==> src/rtl/key_cmd_gen_if.sv <==
`default_nettype none
// ============================================================================
//  Module      : key_cmd_gen_if
//  Description : Button inputs and command-strobe outputs of key_cmd_gen.
//                master drives the raw keys, slave is the command generator.
//  Revision    : 1.0  initial release
// ============================================================================
interface key_cmd_gen_if;
  logic       key_in1;    // raw write button, active-low
  logic       key_in2;    // raw read button, active-low
  logic       write_en;   // one-cycle write command strobe
  logic       read_en;    // one-cycle read command strobe
  logic [1:0] key_level;  // debounced levels {key2, key1}, 1 = released

  modport master (output key_in1, key_in2, input write_en, read_en, key_level);
  modport slave  (input key_in1, key_in2, output write_en, read_en, key_level);
endinterface
`default_nettype wire

==> src/rtl/key_cmd_gen.sv <==
`default_nettype none
// ============================================================================
//  Module      : key_cmd_gen
//  Description : Synchronises and debounces two active-low push-buttons and
//                turns each debounced press into a single-cycle command
//                strobe (key1 -> write_en, key2 -> read_en). Simultaneous
//                presses are serialised, write first.
//  Revision    : 1.0  initial release
// ============================================================================
module key_cmd_gen #(
  parameter int CNT_MAX = 1000000,
  parameter int CW      = 24
) (
  input  logic           s_clk,
  input  logic           s_rst,
  key_cmd_gen_if.slave   bus
);

  localparam logic [1:0]    c_RELEASED     = 2'd0;
  localparam logic [1:0]    c_PRESS_FILT   = 2'd1;
  localparam logic [1:0]    c_PRESSED      = 2'd2;
  localparam logic [1:0]    c_RELEASE_FILT = 2'd3;
  localparam logic [CW-1:0] c_CNT_LAST     = CW'(CNT_MAX - 1);

  logic [1:0] w_raw;   // raw key inputs, bit0 = key1, bit1 = key2
  logic [1:0] w_ev;    // press events, valid on the edge that enters PRESSED
  logic [1:0] w_lvl;   // registered debounced levels

  assign w_raw = {bus.key_in2, bus.key_in1};

  genvar gi;
  generate
    for (gi = 0; gi < 2; gi++) begin : g_key
      logic [1:0]    r_sync;
      logic [1:0]    r_state;
      logic [CW-1:0] r_cnt;
      logic          r_level;
      logic          w_key_s;

      assign w_key_s   = r_sync[1];
      // The press event is the PRESS_FILT -> PRESSED transition itself, so
      // the arbiter registers the strobe on the same edge the level drops.
      assign w_ev[gi]  = (r_state == c_PRESS_FILT) && !w_key_s && (r_cnt == c_CNT_LAST);
      assign w_lvl[gi] = r_level;

      // Two-flop synchroniser followed by the counter-based debounce FSM.
      always_ff @(posedge s_clk) begin
        if (s_rst) begin
          r_sync  <= 2'b11;
          r_state <= c_RELEASED;
          r_cnt   <= '0;
          r_level <= 1'b1;
        end else begin
          r_sync <= {r_sync[0], w_raw[gi]};
          case (r_state)
            c_RELEASED: begin
              if (!w_key_s) begin
                r_state <= c_PRESS_FILT;
                r_cnt   <= '0;
              end
            end
            c_PRESS_FILT: begin
              if (w_key_s) begin
                r_state <= c_RELEASED;          // bounce: restart the window
                r_cnt   <= '0;
              end else if (r_cnt == c_CNT_LAST) begin
                r_state <= c_PRESSED;
                r_cnt   <= '0;
                r_level <= 1'b0;
              end else begin
                r_cnt <= r_cnt + CW'(1);
              end
            end
            c_PRESSED: begin
              if (w_key_s) begin
                r_state <= c_RELEASE_FILT;
                r_cnt   <= '0;
              end
            end
            default: begin                      // c_RELEASE_FILT
              if (!w_key_s) begin
                r_state <= c_PRESSED;           // release bounce: still held
                r_cnt   <= '0;
              end else if (r_cnt == c_CNT_LAST) begin
                r_state <= c_RELEASED;
                r_cnt   <= '0;
                r_level <= 1'b1;
              end else begin
                r_cnt <= r_cnt + CW'(1);
              end
            end
          endcase
        end
      end
    end
  endgenerate

  logic r_pend_wr, r_pend_rd, r_write_en, r_read_en;
  logic w_want_wr, w_want_rd, w_gnt_wr, w_gnt_rd;

  // Arbiter: a pending read always goes first, otherwise write wins a tie;
  // the loser is held in its pending flag for the next cycle.
  always_comb begin
    w_want_wr = w_ev[0] | r_pend_wr;
    w_want_rd = w_ev[1] | r_pend_rd;
    w_gnt_wr  = !r_pend_rd && w_want_wr;
    w_gnt_rd  = r_pend_rd || (!w_want_wr && w_want_rd);
  end

  // Registered strobes and pending flags.
  always_ff @(posedge s_clk) begin
    if (s_rst) begin
      r_write_en <= 1'b0;
      r_read_en  <= 1'b0;
      r_pend_wr  <= 1'b0;
      r_pend_rd  <= 1'b0;
    end else begin
      r_write_en <= w_gnt_wr;
      r_read_en  <= w_gnt_rd;
      r_pend_wr  <= w_want_wr && !w_gnt_wr;
      r_pend_rd  <= w_want_rd && !w_gnt_rd;
    end
  end

  assign bus.write_en  = r_write_en;
  assign bus.read_en   = r_read_en;
  assign bus.key_level = w_lvl;

endmodule
`default_nettype wire

==> src/flat_wrapper.sv <==
// flat-port wrapper written by rule: the top's interface ports become plain ports
module key_cmd_gen_flat 
#(
  parameter int CNT_MAX = 1000000,
  parameter int CW      = 24
)
  (s_clk, s_rst, bus_key_in1, bus_key_in2, bus_write_en, bus_read_en, bus_key_level);
  key_cmd_gen_if bus_i ();
  input  logic s_clk;
  input  logic s_rst;
  input wire logic [$bits(bus_i.key_in1)-1:0] bus_key_in1;
  input wire logic [$bits(bus_i.key_in2)-1:0] bus_key_in2;
  output wire logic [$bits(bus_i.write_en)-1:0] bus_write_en;
  output wire logic [$bits(bus_i.read_en)-1:0] bus_read_en;
  output wire logic [$bits(bus_i.key_level)-1:0] bus_key_level;
  assign bus_i.key_in1 = bus_key_in1;
  assign bus_i.key_in2 = bus_key_in2;
  assign bus_write_en = bus_i.write_en;
  assign bus_read_en = bus_i.read_en;
  assign bus_key_level = bus_i.key_level;
  key_cmd_gen #(.CNT_MAX(CNT_MAX), .CW(CW)) u_core (.s_clk(s_clk), .s_rst(s_rst), .bus(bus_i));
endmodule
==> config.mk <==
export PLATFORM = sky130hd
export DESIGN_NAME = key_cmd_gen_flat
export DESIGN_NICKNAME = d
export VERILOG_FILES = /design/src/rtl/key_cmd_gen_if.sv /design/src/rtl/key_cmd_gen.sv /design/src/flat_wrapper.sv
export SDC_FILE = /design/constraint.sdc
export NUM_CORES = 1
export LEC_CHECK = 0
export ABC_AREA = 0
export BUFFER_PORTS_ARGS = -buffer_cell sky130_fd_sc_hd__clkbuf_2
export CAP_MARGIN = 20
export CORE_ASPECT_RATIO = 2
export CORE_MARGIN = 3
export CORE_UTILIZATION = 50
export CTS_BUF_LIST = sky130_fd_sc_hd__clkbuf_4
export CTS_CLUSTER_DIAMETER = 80
export DETAILED_ROUTE_END_ITERATION = 10
export GPL_TIMING_DRIVEN = 0
export PLACE_DENSITY = 0.66
export RECOVER_POWER = 100
export SKIP_LAST_GASP = 1
export SLEW_MARGIN = 20
export SYNTH_ARGS = -nofsm -noshare
export SYNTH_HDL_FRONTEND = slang
export SYNTH_SLANG_ARGS = --single-unit
==> constraint.sdc <==
create_clock -name s_clk -period 3.95 [get_ports s_clk]
set_input_delay 0.79 -clock s_clk [delete_from_list [all_inputs] [get_ports s_clk]]
set_output_delay 0.79 -clock s_clk [all_outputs]
set_load 0.01 [all_outputs]
Word-level counts from Yosys, hierarchy flattened
Cells that the tools add are included.
{"block": "word_totals", "word_cells": 97, "register_bits": 62, "inputBits": 4, "output_inout_bits": 4}
{"block": "classes", "mux": 36, "addsub": 2, "eq_ne": 16, "n_bitwise": 4, "n_reduce_logical": 27}
{"operator": "$mux W24", "n": 10}
{"operator": "$pmux W24 S3", "n": 2}
{"operator": "$add A24 B1 Y24 const B", "n": 2}
{"operator": "$eq A24 B20 Y1 const B", "n": 2}
{"operator": "$mux W2", "n": 12}
{"operator": "$reduce_and A4 Y1", "n": 4}
{"operator": "$pmux W2 S3", "n": 2}
{"operator": "$logic_and A1 B1 Y1", "n": 8}
{"operator": "$mux W1", "n": 8}
{"operator": "$ne A2 B2 Y1 const B", "n": 4}
{"operator": "$ne A4 B4 Y1 const B", "n": 2}
{"operator": "$logic_not A1 Y1", "n": 6}
{"operator": "$ne A3 B2 Y1 const B", "n": 2}
{"operator": "$eq A2 B1 Y1 const B", "n": 2}
{"operator": "$eq A2 B2 Y1 const B", "n": 2}
{"operator": "$logic_not A2 Y1", "n": 2}
{"operator": "$ne A2 B1 Y1 const B", "n": 2}
{"operator": "$pmux W1 S2", "n": 2}
{"operator": "$reduce_and A2 Y1", "n": 2}
{"operator": "$reduce_bool A2 Y1", "n": 2}
{"operator": "$reduce_or A2 Y1", "n": 2}
{"operator": "$not A1 Y1", "n": 2}
{"operator": "$or A1 B1 Y1", "n": 2}
{"operator": "$logic_or A1 B1 Y1", "n": 1}

Depth between registers and ports, before layout
Gate-level depths: netlist (run 1).
{"block": "logic_depth", "depth_word": 9, "mapped_depth": 8, "mapped_depth_nobuf": 6}

Least setup slack after synthesis (run 1)
Ideal clock, no wire load.
{"block": "synth_path", "path_kind": "register -> register", "from": "register u_core.g_key[1].r_cnt[0]", "to": "register u_core.g_key[1].r_cnt[12]", "setup_time_ps": 74, "setup_slack_ps": 2116, "arrival_ps": 1760, "path_stages_with_launch": 8, "synth_period_minus_slack_ps": 1834, "path_buffers": 1, "t_required_ps": 3876, "cell_sequence": "dfxtp_1 ha_1 nand2_1 and4b_1 buf_6 a21o_1 or4_1 a31oi_1"}
{"block": "synth_between", "elab_chain_len": 4, "elab_cells_between_ends": 6, "classes_between": "add/sub (1); eq/ne (1); mux (4)"}
{"item": "from (decl)", "line": "key_cmd_gen.sv:36", "source": "logic [CW-1:0] r_cnt;"}
{"item": "from (signal assigned)", "line": "key_cmd_gen.sv:71", "source": "r_cnt <= r_cnt + CW'(1);"}
{"item": "from (signal assigned)", "line": "key_cmd_gen.sv:89", "source": "r_cnt <= r_cnt + CW'(1);"}
{"item": "$add A24 B1 Y24 / $eq A24 B20 Y1 (equally long branches)"}
{"item": "$mux W24 (*)", "line": "key_cmd_gen.sv:66, key_cmd_gen.sv:84"}
{"item": "$mux W24 (on tied branches)", "line": "key_cmd_gen.sv:81, key_cmd_gen.sv:63"}
{"item": "$pmux W24 S3 (*)", "line": "key_cmd_gen.sv:55", "source": "case (r_state)"}
Mark *: on every way between the ends. The rest lies on a longest branch, timed or not.
A chain may end at the register's enable or synchronous reset.

==> results of run 1 <==
-- registers in the layout (all words and copies together) (netlist names), named ones only --
register	flops
u_core.g_key.r_level	2
u_core.r_pend_wr	1
u_core.bus.read_en	1
u_core.g_key.r_state	2
u_core.r_pend_rd	1
u_core.g_key.r_cnt	48
u_core.bus.write_en	1
u_core.g_key.r_sync	4
-- worst paths after layout --
path / start / to / slack [ps] / cells after the start
worst min register to register: u_core.g_key[1].r_sync[0]$_SDFF_PP1_ / u_core.g_key[1].r_sync[1]$_SDFF_PP1_ / 420 / 1
worst max register to register: register / u_core.g_key[1].r_cnt[11]$_SDFFE_PP0P_ / 1290 / 6
worst max-delay path: register / u_core.g_key[1].r_cnt[11]$_SDFFE_PP0P_ / 1290 / 6
worst min-delay path: u_core.g_key[1].r_sync[0]$_SDFF_PP1_ / u_core.g_key[1].r_sync[1]$_SDFF_PP1_ / 420 / 1
-- per-stage QoR --
stage | setup slack, ps | instances
finish | 1290 | 433
global route | 1010 | 433
CTS | 1830 | 433
detailed placement | 1840 | 417
global placement | 1860 | 417
floorplan | 2120 | 350
-- logic make-up (layout without fill, tap and decap cells) --
| group | count (synthesis) | count (layout) | synth area share (%) |
|---|---|---|---|
| flip-flops | 62 | 62 | 40.5 |
| AND/OR/NAND/NOR | 169 | 169 | 29.0 |
| adder cells (fa/ha/maj) | 6 | 6 | 2.45 |
| AO/OA/AOI/OAI | 47 | 47 | 11.5 |
| buffers and inverters | 26 | 48 | 4.13 |
| multiplexers | 3 | 3 | 0.981 |
| XOR/XNOR | 37 | 37 | 11.4 |
-- synth_stat cells (2+ instances only) --
cell / instances
mux2i_1: 3
a21oi_2: 2
nor3b_1: 2
nand2b_1: 2
nand3b_1: 3
ha_1: 6
nand4b_1: 3
nor4_1: 8
nand4_1: 4
inv_1: 13
and3_1: 7
a221oi_1: 2
or2_2: 6
xnor2_1: 27
nand3_1: 13
clkbuf_1: 4
or4b_1: 2
a21oi_1: 7
nand2_1: 29
nor4b_1: 4
o2111ai_1: 2
and4_1: 5
nor2_1: 51
buf_6: 2
xor2_1: 8
nor3_1: 17
dfxtp_1: 62
buf_4: 2
nor2b_1: 3
buf_2: 5
a31oi_1: 10
o21ai_0: 11
-- metal layers --
| metal | up-vias | GRT usage [%] |
|---|---|---|
| li1 | 1275 | - |
| met1 | 1132 | 20.5 |
| met2 | 17 | 35.9 |
| met3 | 15 | 4.98 |
| met4 | 0 | 10.9 |
| met5 | - | 0 |
-- worst max-delay path, cell delays in order (launching register included) --
cell	delay (ps)
dfxtp_1	370
xnor2_1	640
nand2_1	270
a21oi_1	550
o21ai_0	250
clkbuf_1	300
a31oi_1	200
-- final cells by class --
type                       count  area share (%)
sequential                    62            38.3
buffer                        13            2.01
inverter                      13            1.51
multi-input combinational    262            51.1
clock buffer                  10            2.32
tap                           61            2.35
clock inverter                 6            1.62
timing repair buffer           6           0.772
-- where the power goes --
group | leakage [uW] | internal (uW) | total (uW) | switching, uW
Clock | 0.0000750 | 193 | 419 | 226
Combinational | 0.000494 | 8.10 | 30.8 | 22.7
Sequential | 0.000500 | 627 | 629 | 2.34
==> flow_summary.yaml, run 1 <==
die:
  die_h_um: 117
  dieArea_mm2: 0.00716
  die_w_um: 61.3
  start_util_pct: 52.7
  rows: 39
  core_area_mm2: 0.00581
  io_pins: 8
route:
  routedWlPerCell_um: 14.4
  vias: 2439
  first_pass_iters: 4
  met2WireLength_mm: 3.49
  drcViolationCount: 0
  wl_met1_mm: 2.47
  drtIter0Drc: 100
  wirelength_mm: 6.23
  ant_nets: 0
  vias_per_cell: 5.63
  highest_layer: "met4"
  route.met3.wl_um: 115
timing:
  setup-tns-final_ps: 0
  fin_hold_ws_ps: 420
  timing.slew.headroom_pct: 49.0
  finalCritPeriodShare_pct: 67.2
  slew_violations: 0
  max_freq_ghz: 0.377
  finalSetupViolCount: 0
  min_period_ps: 2660
  hold_viol: 0
  worst_slew_pin_slew_ps: 759
  fin_skew_ps: 12.3
  rsz0062_at_grt: "false"
logic_synthesis:
  synthArstFlopShare_pct: 0
  postSynthCellCount: 350
  yosys-top-cells-area: "dfxtp_1, xnor2_1, nor2_1, nand2_1, nor3_1"
  ys_ff_latch: 62
  syn-mean-instance-area_um2: 8.75
  synth-edff-count: 0
  seq_area_frac_synth_pct: 40.5
  syn_nets: 360
  netlist.area_leader.share_pct: 40.5
  ys.flop_type: "dfxtp_1"
  synth_area_mm2: 0.00306
  yosysTopAreaCell: "dfxtp_1"
  yosysWarnings: 0
  synth_cell_type_count: 57
global_route:
  grt_max_degree: 11
  grt_usage_pct: 20.2
  first_global_vias: 2362
  grt-ovfl-total: 0
  grt_pass1_wl_mm: 10.6
  antenna_found_initial: 0
place:
  detailed_place.area_mm2: 0.00317
  gp_congestion: 0.800
  dp_hpwl_mm: 4.58
  io_buffers: 6
setup_path:
  crit_required_ps: 4280
  end_kind: "register"
  arrival_ps: 2990
  worstPathMaxFanout: 10
  crit_path_start_kind: "register"
  criticalPathCategory: "reg2reg"
cells_and_area:
  fin_area_mm2: 0.00324
  syn_to_final_growth_pct: 5.88
  final_core_util_pct: 55.8
  nNetsFinal: 377
  mostFrequentLayoutCells: "dfxtp_1, nor2_1, nand2_1, xnor2_1, nor3_1"
  final_common_cell: "dfxtp_1"
  multi_input_comb_area_mm2: 0.00166
  nFillCells: 543
  ff_latch_area_mm2: 0.00124
  num_antenna_cells: 0
  drive_gt1_share_pct: 9.41
clock_network:
  cts_sinks: 62
  clkLatencyLatePin_ps: 410
  clk_pin_slew_ps: 100
  cts_resized: 0
  cts_tree: "built"
  holdBufCountCts: 0
  clock_path_buffers: 2
  cts_setup_buffers: 0
  cts_root_buffer: "clkbuf_4"
  cts_buffers: 9
  h-tree-depth: 3
power_and_ir_drop:
  peakVddDrop_mv: 0.286
  p_leak_uw: 0.00107
  power_uw: 1080
  power_per_cell_area_mw_per_mm2: 333
min_path:
  hold_path.class: "reg2reg"
outcome:
  status: "finished, final reports clean"
flow_run:
  maxCapViolations: 0
No activity file was read; power rests on OpenSTA's default activity.
==> run 2, diff against run 1 <==
--- a/config.mk
+++ b/config.mk
@@ -5,7 +5,7 @@
 export SDC_FILE = /design/constraint.sdc
 export NUM_CORES = 1
 export LEC_CHECK = 0
-export ABC_AREA = 0
+export ABC_AREA = 1
 export BUFFER_PORTS_ARGS = -buffer_cell sky130_fd_sc_hd__clkbuf_2
 export CAP_MARGIN = 20
 export CORE_ASPECT_RATIO = 2
@@ -15,7 +15,7 @@
 export CTS_CLUSTER_DIAMETER = 80
 export DETAILED_ROUTE_END_ITERATION = 10
 export GPL_TIMING_DRIVEN = 0
-export PLACE_DENSITY = 0.66
+export PLACE_DENSITY = 0.68
 export RECOVER_POWER = 100
 export SKIP_LAST_GASP = 1
 export SLEW_MARGIN = 20
==> constraint.sdc (replaced) <==
create_clock -name s_clk -period 2.4 [get_ports s_clk]
set_input_delay 0.48 -clock s_clk [delete_from_list [all_inputs] [get_ports s_clk]]
set_output_delay 0.48 -clock s_clk [all_outputs]
set_load 0.01 [all_outputs]
==> flow_summary.yaml, run 2 <==
flow_run:
  maxCapViolations: 0
clock_network:
  cts_setup_buffers: 0
  cts_tree: "built"
  cts_root_buffer: "clkbuf_4"
  cts_resized: 0
  holdBufCountCts: 0
  h-tree-depth: 3
  clock_path_buffers: 2
  cts_sinks: 62
  cts_buffers: 9
  clk_pin_slew_ps: 120
  clkLatencyLatePin_ps: 430
logic_synthesis:
  synth-simple-area-share_pct: 46.7
  yosys-top-cells-area: "dfxtp_1, nand2_1, nor2_1, inv_1, nand3_1"
  seq_area_frac_synth_pct: 32.6
  syn_nets: 558
  synth_common_cells: "nand2_1, nor2_1, inv_1"
  ys_ff_latch: 62
  syn-mean-instance-area_um2: 6.95
  synth_most_common_cell: "nand2_1"
  muxShareOfSynthArea_pct: 0.526
  synth-edff-count: 0
  netlist.area_leader.share_pct: 32.6
  synthArstFlopShare_pct: 0
  ys.flop_type: "dfxtp_1"
  yosysWarnings: 0
  synth_fa_ha_area_share_pct: 1.97
  synth_area_mm2: 0.00381
  synth_top_family_by_area: "simple AND/OR/NAND/NOR gates"
  synth_cell_type_count: 48
  synth_xor_xnor_area_share_pct: 0.920
  yosysTopAreaCell: "dfxtp_1"
  postSynthCellCount: 548
  synth_compound_area_share_pct: 7.16
outcome:
  status: "finished, final reports clean"
route:
  routedWlPerCell_um: 13.7
  first_pass_iters: 4
  vias_per_cell: 5.30
  drtIter0Drc: 199
  vias: 3516
  ant_nets: 0
  wirelength_mm: 9.08
  drcViolationCount: 0
die:
  die_w_um: 67.7
  start_util_pct: 52.0
  core_area_mm2: 0.00732
  rows: 44
  die_h_um: 129
  dieArea_mm2: 0.00876
  io_pins: 8
power_and_ir_drop:
  peakVddDrop_mv: 0.329
  power_per_cell_area_mw_per_mm2: 467
  power_uw: 1870
  p_leak_uw: 0.00167
cells_and_area:
  ff_latch_area_mm2: 0.00124
  nNetsFinal: 576
  layout.cells.non_filler: 663
  multi_input_comb_area_mm2: 0.00209
  reg_top3: "u_core.g_key.r_cnt x48, u_core.g_key.r_sync x4"
  drive_gt1_share_pct: 15.1
  syn_to_final_growth_pct: 5.16
  nFillCells: 754
  final_common_cell: "nand2_1"
  largest_reg_flops: 48
  num_antenna_cells: 0
  regMostFlops: "u_core.g_key.r_cnt"
  mostFrequentLayoutCells: "nand2_1, nor2_1, inv_1, dfxtp_1, nand3_1"
setup_path:
  worstPathMaxFanout: 10
  end_kind: "register"
  crit_required_ps: 2690
  crit_path_start_kind: "register"
  arrival_ps: 2260
  criticalPathCategory: "reg2reg"
timing:
  min_period_ps: 1970
  max_freq_ghz: 0.507
  timing.slew.headroom_pct: 60.8
  rsz0062_at_grt: "false"
  hold_viol: 0
  worst_slew_pin_slew_ps: 588
  finalCritPeriodShare_pct: 82.2
  fin_hold_ws_ps: 227
  setup-tns-final_ps: 0
  slew_violations: 0
  setup_ws_ps: 428
  finalSetupViolCount: 0
  fin_skew_ps: 17.2
global_route:
  grt_pass1_wl_mm: 15.3
  grt_max_degree: 13
  antenna_found_initial: 0
  first_global_vias: 3442
  grt-ovfl-total: 0
  grt_usage_pct: 23.0
place:
  io_buffers: 7
  dp_hpwl_mm: 7.09
  gp_congestion: 0.853
  place_inst: 647
  dp_worst_setup_slack_ps: 567
min_path:
  hold_path.class: "in2reg"
==> run 2: cell types whose count changed after synthesis, moves of 6 or more <==
cell     before  now
nand2_4       0    7
and3_1        7    0
nor2_2        0   12
a31oi_1      10    3
nand4_1       4   19
nand2_1      29  109
nor2_1       51   91
nor3_2        0    6
nand3_2       1    9
nand3_1      13   34
xnor2_1      27    1
nor4_1        8    1
nand2_2       1   12
inv_1        13   72
==> run 2: cell type report <==
type                    instances  share of cell area, %
inverters                      79                   7.53
multi-input cells             396                   52.3
flip-flops and latches         62                   31.0
plain buffers                  11                   2.00
clock buffers                   9                   1.69
clock inverters                 7                   1.88
well taps                      92                   2.87
repair buffers                  7                  0.719
==> run 2: power by group <==
group          internal [uW]  leakage (uW)  switching [uW]  total (uW)
registers               1030      0.000500            3.27        1040
clock network            318     0.0000681             436         754
logic                   24.6       0.00110            58.0        82.7
total                   1370       0.00167             497        1870
==> run 2: cell families (layout without fill, tap and decap cells) <==
| group | count (synthesis) | count (layout) |
|---|---|---|
| AOI/OAI and AO/OA | 43 | 43 |
| xor gates and xnor gates | 4 | 4 |
| DFF | 62 | 62 |
| buffers and inverters | 90 | 113 |
| adders and majority gates | 6 | 6 |
| and+or+nand+nor | 341 | 341 |
| muxes | 2 | 2 |
==> run 2: worst max-delay path: stages (launching register included) <==
cell and delay, ps:
dfxtp_1 390, ha_1 180, nand3_1 150, nor2_1 390
nand4_4 200, nand2_2 130, nand2_1 100, buf_6 160
nand2_1 100, nor3_1 50
==> run 2: per-stage QoR <==
| stage | util (%) | area, um2 |
|---|---|---|
| finish | 54.7 | 4000 |
| global placement | 54.0 | 3960 |
| floorplan | - | 3810 |
| detailed placement | 54.0 | 3960 |
| CTS | 56.0 | 4100 |
| global route | 54.7 | 4000 |
==> run 2: routing by layer <==
| layer | part of all wire [%] | wire, um | vias to the layer above | global-route usage [%] |
|---|---|---|---|---|
| li1 | - | - | 1783 | - |
| met4 | 3.4 | 310 | 0 | 12.6 |
| met5 | 0 | 0 | - | 0 |
| met1 | 36 | 3310 | 1638 | 21.5 |
| met2 | 58 | 5230 | 73 | 44.9 |
| met3 | 2.5 | 228 | 22 | 3.04 |
==> run 2: final timing paths <==
path,slack [ps],from,cells after the start,end
setup / recovery,430,u_core.g_key[1].r_cnt[0]$_SDFFE_PP0P_,9,u_core.g_key[1].r_cnt[14]$_SDFFE_PP0P_
hold / removal,230,bus_key_in1,2,u_core.g_key[0].r_sync[0]$_SDFF_PP1_
setup reg to reg,430,u_core.g_key[1].r_cnt[0]$_SDFFE_PP0P_,9,u_core.g_key[1].r_cnt[14]$_SDFFE_PP0P_
hold reg to reg,400,u_core.g_key[1].r_sync[0]$_SDFF_PP1_,1,u_core.g_key[1].r_sync[1]$_SDFF_PP1_
